===== src/rtl/register_pkg.sv =====
// Shared register-file sizing and tag types for the rename stage.
// Every rename-stage block imports this package.
package register_pkg;

  localparam int PREG_NUM = 64;
  localparam int ARCH_NUM = 32;
  localparam int PREG_W   = 6;
  localparam int FL_PTR_W = 7;

  typedef logic [PREG_W-1:0]   physical_reg_t;
  typedef logic [FL_PTR_W-1:0] fl_ptr_t;

  localparam physical_reg_t PREG_ZERO = physical_reg_t'(0);
  localparam fl_ptr_t       FL_FULL   = fl_ptr_t'(PREG_NUM);

  // Free-list slot i holds r(ARCH_NUM+i) out of reset; r0..r31 back the architected x0..x31.
  function automatic physical_reg_t reset_tag(input int idx);
    return physical_reg_t'(ARCH_NUM + idx);
  endfunction

endpackage


===== src/rtl/phys_reg_free_list_if.sv =====
// Rename/commit handshake bundle for the physical register free list.
interface phys_reg_free_list_if;
  import register_pkg::*;

  logic          alloc_en;
  physical_reg_t alloc_preg;
  logic          free_avail;
  logic          commit_en;
  logic          release_en;
  physical_reg_t release_preg;
  logic          flush;
  fl_ptr_t       free_count;
  logic          err;

  modport master (
    output alloc_en, commit_en, release_en, release_preg, flush,
    input  alloc_preg, free_avail, free_count, err
  );

  modport slave (
    input  alloc_en, commit_en, release_en, release_preg, flush,
    output alloc_preg, free_avail, free_count, err
  );

endinterface


===== src/rtl/phys_reg_free_list.sv =====
// Circular free list of physical register tags with speculative and committed heads.
// A flush rewinds the speculative head to the committed head.
module phys_reg_free_list
  import register_pkg::*;
(
  input  logic                 clk,
  input  logic                 rst_n,
  phys_reg_free_list_if.slave  fl
);

  physical_reg_t mem_q [PREG_NUM];
  physical_reg_t mem_d [PREG_NUM];
  fl_ptr_t       spec_head_q, spec_head_d;
  fl_ptr_t       commit_head_q, commit_head_d;
  fl_ptr_t       tail_q, tail_d;
  logic          err_q, err_d;

  fl_ptr_t       free_count_s;
  fl_ptr_t       in_list_s;
  logic          empty_s;
  logic          full_s;
  logic          alloc_fire_s;
  logic          alloc_err_s;
  logic          commit_fire_s;
  logic          commit_err_s;
  logic          rel_valid_s;
  logic          rel_fire_s;
  logic          rel_err_s;

  // Occupancy and per-request fire/error qualification from registered state only.
  always_comb begin
    free_count_s  = tail_q - spec_head_q;
    in_list_s     = tail_q - commit_head_q;
    empty_s       = (free_count_s == fl_ptr_t'(0));
    full_s        = (in_list_s == FL_FULL);
    alloc_fire_s  = fl.alloc_en && !empty_s && !fl.flush;
    alloc_err_s   = fl.alloc_en && empty_s && !fl.flush;
    commit_fire_s = fl.commit_en && (commit_head_q != spec_head_q);
    commit_err_s  = fl.commit_en && (commit_head_q == spec_head_q);
    rel_valid_s   = fl.release_en && (fl.release_preg != PREG_ZERO);
    rel_fire_s    = rel_valid_s && !full_s;
    rel_err_s     = rel_valid_s && full_s;
  end

  // Next-state: pointer advances, tag write-back and sticky error accumulation.
  always_comb begin
    mem_d         = mem_q;
    spec_head_d   = spec_head_q;
    commit_head_d = commit_head_q;
    tail_d        = tail_q;
    err_d         = err_q || alloc_err_s || commit_err_s || rel_err_s;

    if (commit_fire_s) begin
      commit_head_d = commit_head_q + fl_ptr_t'(1);
    end else begin
      commit_head_d = commit_head_q;
    end

    // A flush rewinds to the post-commit head so a same-cycle commit is not lost.
    if (fl.flush) begin
      spec_head_d = commit_head_d;
    end else if (alloc_fire_s) begin
      spec_head_d = spec_head_q + fl_ptr_t'(1);
    end else begin
      spec_head_d = spec_head_q;
    end

    if (rel_fire_s) begin
      mem_d[tail_q[PREG_W-1:0]] = fl.release_preg;
      tail_d                    = tail_q + fl_ptr_t'(1);
    end else begin
      tail_d = tail_q;
    end
  end

  // State registers; only the lower half of storage carries a reset image.
  always_ff @(posedge clk or negedge rst_n) begin
    if (!rst_n) begin
      for (int i = 0; i < ARCH_NUM; i++) begin
        mem_q[i] <= reset_tag(i);
      end
      spec_head_q   <= fl_ptr_t'(0);
      commit_head_q <= fl_ptr_t'(0);
      tail_q        <= fl_ptr_t'(ARCH_NUM);
      err_q         <= 1'b0;
    end else begin
      mem_q         <= mem_d;
      spec_head_q   <= spec_head_d;
      commit_head_q <= commit_head_d;
      tail_q        <= tail_d;
      err_q         <= err_d;
    end
  end

  assign fl.alloc_preg = mem_q[spec_head_q[PREG_W-1:0]];
  assign fl.free_count = free_count_s;
  assign fl.free_avail = !empty_s;
  assign fl.err        = err_q;

endmodule

===== src/flat_wrapper.sv =====
// flat-port wrapper written by rule: the top's interface ports become plain ports
module phys_reg_free_list_flat import register_pkg::*;
  (clk, rst_n, fl_alloc_en, fl_commit_en, fl_release_en, fl_release_preg, fl_flush, fl_alloc_preg, fl_free_avail, fl_free_count, fl_err);
  phys_reg_free_list_if fl_i ();
  input  logic clk;
  input  logic rst_n;
  input wire logic [$bits(fl_i.alloc_en)-1:0] fl_alloc_en;
  input wire logic [$bits(fl_i.commit_en)-1:0] fl_commit_en;
  input wire logic [$bits(fl_i.release_en)-1:0] fl_release_en;
  input wire logic [$bits(fl_i.release_preg)-1:0] fl_release_preg;
  input wire logic [$bits(fl_i.flush)-1:0] fl_flush;
  output wire logic [$bits(fl_i.alloc_preg)-1:0] fl_alloc_preg;
  output wire logic [$bits(fl_i.free_avail)-1:0] fl_free_avail;
  output wire logic [$bits(fl_i.free_count)-1:0] fl_free_count;
  output wire logic [$bits(fl_i.err)-1:0] fl_err;
  assign fl_i.alloc_en = fl_alloc_en;
  assign fl_i.commit_en = fl_commit_en;
  assign fl_i.release_en = fl_release_en;
  assign fl_i.release_preg = fl_release_preg;
  assign fl_i.flush = fl_flush;
  assign fl_alloc_preg = fl_i.alloc_preg;
  assign fl_free_avail = fl_i.free_avail;
  assign fl_free_count = fl_i.free_count;
  assign fl_err = fl_i.err;
  phys_reg_free_list u_core (.clk(clk), .rst_n(rst_n), .fl(fl_i));
endmodule

===== config.mk =====
export PLATFORM = sky130hd
export DESIGN_NAME = phys_reg_free_list_flat
export DESIGN_NICKNAME = d
export VERILOG_FILES = /design/src/rtl/register_pkg.sv /design/src/rtl/phys_reg_free_list_if.sv /design/src/rtl/phys_reg_free_list.sv /design/src/flat_wrapper.sv
export SDC_FILE = /design/constraint.sdc
export NUM_CORES = 1
export LEC_CHECK = 0
export ABC_CLOCK_PERIOD_IN_PS = 6900
export BUFFER_PORTS_ARGS = -buffer_cell sky130_fd_sc_hd__buf_2
export CORE_AREA = 2 2 205 207
export DETAILED_ROUTE_END_ITERATION = 12
export DIE_AREA = 0 0 207 209
export GPL_TIMING_DRIVEN = 0
export PLACE_DENSITY_LB_ADDON = 0.05
export SYNTH_ARGS = -nofsm -noshare
export SYNTH_HDL_FRONTEND = slang
export SYNTH_SLANG_ARGS = --single-unit

===== constraint.sdc =====
create_clock -name clk -period 6.9 [get_ports clk]
set_clock_uncertainty 0.1 [all_clocks]
set_input_delay 0.69 -clock clk [delete_from_list [all_inputs] [get_ports clk]]
set_output_delay 0.69 -clock clk [all_outputs]
set_load 0.01 [all_outputs]

## Word-level counts from Yosys, hierarchy flattened

Cells that the tools add are included.

- $add $sub $neg: 5
- Multipliers: 0
- Divide/modulo/power cells: 0
- Magnitude comparators: 3
- Equality and inequality tests: 3
- Shift-type cells: 0
- Multiplexer cells: 9
- Bitwise gates (word level): 2
- Reductions and logical operators: 20

Operator list:

| cell | number |
|---|---|
| 384-bit bitwise mux | 1 |
| 6-bit binary-select mux with 6-bit select | 1 |
| 6-bit demux with 6-bit select | 1 |
| 7-bit by 1-bit adder with 7-bit output, second input constant | 3 |
| 7-bit two-way mux | 3 |
| 6-bit two-way mux | 3 |
| 7-bit greater-or-equal comparator, second input constant | 2 |
| 6-bit NOT with 7-bit output | 2 |
| 7-bit subtractor | 2 |
| 1-bit logical AND | 10 |
| 7-bit equality test | 1 |
| 7-bit equality test, second input constant | 1 |
| 7-bit zero test | 1 |
| 7-bit by 1-bit < comparator with 1-bit output, second input constant | 1 |
| 7-bit inequality test | 1 |
| 6-bit nonzero test | 1 |
| 1-bit zero test | 3 |
| 1-bit logical OR | 3 |
| 2-bit AND reduction | 1 |
| 2-bit nonzero test | 1 |

- Register bits: 406
- Bits in latches: 0
- Memory bits (writable): 0
- Memory bits (read-only): 0
- Input port bits: 12
- Output and inout bits: 15
- Word-level logic and storage cells: 110
- Memories kept: 0

## Longest topological paths before layout

- Depth in word-level cells: 7
- Gate-level depth with buffers: 12
- Gate-level depth less buffers: 11

## Least setup slack after synthesis

Ideal clock, no wire load.

- Path type: flip-flop to output port
- Start point: reg u_core.spec_head_q[1]
- End point: out fl_free_avail
- Arrival: 2.900 ns
- Data required time: 6.110 ns
- Path slack: 3.210 ns
- Cell stages (with the launch flop): 11
- Buffers on the path: 3
- Cells stage by stage: dfrtp_1 -> clkbuf_1 -> buf_2 -> buf_1 -> inv_1 -> fa_1 -> a211oi_1 -> nor2_1 -> xnor2_1 -> nor4_2 -> nand2_1

- Longest elaborated chain between the ends: 3

Ends and longest elaborated chain:

| what | RTL line | RTL |
|---|---|---|
| start: declaration | phys_reg_free_list.sv:13 | `fl_ptr_t spec_head_q, spec_head_d;` |
| start signal: assignment | phys_reg_free_list.sv:82 | `spec_head_q <= fl_ptr_t'(0);` |
| start signal: assignment | phys_reg_free_list.sv:88 | `spec_head_q <= spec_head_d;` |
| 7-bit subtractor | phys_reg_free_list.sv:32 | `free_count_s = tail_q - spec_head_q;` |
| net fl_free_count[4] | flat_wrapper.sv:14 | `output wire logic [$bits(fl_i.free_count)-1:0] fl_free_count;` |
| 7-bit zero test | phys_reg_free_list.sv:34 | `empty_s = (free_count_s == fl_ptr_t'(0));` |
| 1-bit zero test | phys_reg_free_list.sv:97 | `assign fl.free_avail = !empty_s;` |
| end: declaration | flat_wrapper.sv:13 | `output wire logic [$bits(fl_i.free_avail)-1:0] fl_free_avail;` |

The timed path passes the listed nets, and every way through them passes these cells.

## Worst setup path in the final report

- Start point: reg u_core.spec_head_q[1]
- End point: out fl_free_avail

- Longest elaborated chain between the ends: 3

Ends and longest elaborated chain:

| what | RTL line |
|---|---|
| 7-bit subtractor | phys_reg_free_list.sv:32 |
| 7-bit zero test | phys_reg_free_list.sv:34 |
| 1-bit zero test | phys_reg_free_list.sv:97 |

Every way passes these cells.

==> flow_summary.ini <==
[place]
io_buffers = 26
place_area_um2 = 19100
pre_cts_ws_ns = 1.64
gp_congestion = 0.910
hpwl_um = 31900

[floorplan]
initial_core_util = 0.443
dieArea_um2 = 43300
die_w_um = 207
coreArea_um2 = 41300
std_cell_rows = 75
io_pins = 27
die_y_um = 209

[critical_path]
reg2reg_depth = 11
worstSetupStartpointType = register
r2r_setup_slack_ns = 1.98
r2r-end = u_core.spec_head_q[1]
worstPathArrival_ns = 5.01
critical_path_class = register to output pin
cp-end-kind = output pin
required_ns = 6.11
worstReg2RegStart = u_core.spec_head_q[1]
crit_start = u_core.spec_head_q[1]
critPathMaxFanout = 10

[clock_tree]
cts_tree = yes
clk_latency_ns = 0.56
clockBufferDepth = 3
hold_buffers = 0
postCtsSetupRepairBufs = 0
cts.clk_slew.worst_paths_ns = 0.06
ctsRootBufferMaster = clkbuf_16
cts_resized = 0
h-tree-depth = 2
cts_buffers = 45
cts_sinks = 406

[finish]
fin_util = 0.497
nNetsFinal = 1175
design_area_um2 = 20500
syn_to_final_growth_pct = 12.3
final_layout_size_suffix_gt1_frac = 0.471
n_fill_cell = 3525

[grt]
grt_pass1_wl_um = 69400
grt_pass1_vias = 10385
grt_max_degree = 111
grtUsageTotal = 0.221
grt.overflow.total = 0
grt_antenna_before_repair = 0

[detailed_routing]
via_per_inst = 5.74
wl_um = 46700
dr.first_iter.drc_count = 766
post_drt_wl_per_cell_um = 27.1
antenna_left = 0
via_count = 9868
drcViolationCount = 0
firstDrtPassIters = 5

[yosys]
postSynthAreaPerCell_um2 = 17.0
synthTopCellsByCount = 192 x edfxtp_1, 182 x mux2_2, 126 x mux4_2
synth.yosys.seq_area_share = 0.616
synth_ff_type = edfxtp_1
syn_area_um2 = 18300
synthTopCellsByArea = edfxtp_1 32%, dfstp_2 16%, mux4_2 16%
synthArstFlopShare = 0.527
synthDominantCellAreaShare = 0.315
synth_top_cell_by_area = edfxtp_1
ys_types = 51
synth_cells = 1073
synth_edf_count = 192
synth-seq-cells = 406
synth_warnings = 0
syn_nets = 1101
yosysMostFrequentCell = edfxtp_1

[sta]
final.min_clock_period_ns = 5.80
finalWorstSetupSlack_ns = 1.10
max-slew-margin-rel = 0.131
slew_violations = 0
tightest_slew_ns = 1.30
rsz0062_at_grt = no
finalSetupViolations = 0
fmax_mhz = 172
finalHoldViolCount = 0
setup_tns_ns = 0
finalCritPeriodShare = 0.841

[run]
drv_cap = 0

[power_and_ir_drop]
powerDensity_nw_per_um2 = 456
p_leak_nw = 7.55
ir_drop_uv = 243

[min_path]
min_path_type = input pin to asynchronous set/reset pin

[run_status]
run_status = completed
routing by layer:
metal / global-route usage / share of wire / vias up
li1: - / - / 4297
met1: 0.296 / 0.43 / 5243
met2: 0.365 / 0.49 / 261
met3: 0.0494 / 0.058 / 67
met4: 0.0603 / 0.025 / 0
met5: 0 / 0 / -
flip-flops by register name, indices dropped and copies added, names as in the netlist:
| signal | cells |
|---|---|
| u_core.commit_head_q | 7 |
| u_core.tail_q | 7 |
| u_core.mem_q | 384 |
| u_core.spec_head_q | 7 |
| u_core.fl.err | 1 |
final cells by class:
cell class | count | area, um^2 | area share
plain buffers | 64 | 289 | 0.0141
well taps | 539 | 674 | 0.0329
clock buffers | 63 | 1270 | 0.0621
flip-flops and latches | 406 | 11300 | 0.549
repair buffers | 27 | 168 | 0.00817
clock inverters | 17 | 129 | 0.00628
multi-input cells | 583 | 6650 | 0.324
diodes | 1 | 2.50 | 0.000122
inverters | 20 | 75.1 | 0.00366
worst max-delay path by stage:
stage | end | slack, ns | cells past startpoint
2_1_floorplan | fl_free_avail | 3.21 | 10
3_3_place_gp | u_core.mem_q[142] | -0.07 | 5
3_5_place_dp | fl_free_avail | 1.64 | 11
4_1_cts | fl_free_avail | 1.01 | 11
5_1_grt | fl_free_avail | 0.78 | 11
6_report | fl_free_avail | 1.10 | 11
cell families after synthesis:
kind of cell             after synthesis  share of synthesized area
multiplexers                         319                      0.274
buffers and inverters                 84                     0.0199
flip-flops                           406                      0.616
AO/OA/AOI/OAI                         37                     0.0130
adder cells (fa/ha/maj)               16                     0.0114
AND/OR/NAND/NOR                      178                     0.0497
XOR/XNOR                              33                     0.0158
cell usage in the layout, fill, tap and decap left out, drive strengths merged, types with 3 or more instances in the layout:
master    n
nor4      4
nor3b     3
inv      19
clkinv   15
dfrtp   101
a211oi    3
a21oi     9
nand2    23
nand3b    3
nand4     5
dfstp   113
edfxtp  192
or3       3
or4       5
ha       15
nand3    38
mux4    126
nor2b     3
clkbuf  106
nor3      7
mux2    193
and3      5
nor2     72
nand2b    3
xor2     15
xnor2    18
o311ai    3
buf      48
o21ai    11
power by group:
group          switching (mW)  total [mW]  internal, mW
registers               0.341        3.62          3.28
clock network           0.953        2.31          1.35
logic                    1.79        3.44          1.65
total                    3.08        9.37          6.29
critical path, stage by stage, from the launching register on:
cell	delay, ns
dfrtp_1	0.34
clkbuf_1	0.59
buf_2	0.47
buf_1	0.74
inv_1	0.24
fa_1	0.49
a211oi_1	0.32
nor2_1	0.11
xnor2_1	0.16
nor4_2	0.66
nand2_1	0.14
buf_2	0.17
metrics by stage:
stage / hold slack (ns) / total power [mW] / cells
2_1_floorplan: 0.294 / 5.93 / 1073
3_3_place_gp: 0.367 / 7.07 / 1638
3_5_place_dp: 0.375 / 7.12 / 1639
4_1_cts: 0.106 / 9.48 / 1719
5_1_grt: 0.133 / 9.85 / 1719
6_report: 0.0866 / 9.37 / 1720
(Power assumes the default switching activity.)
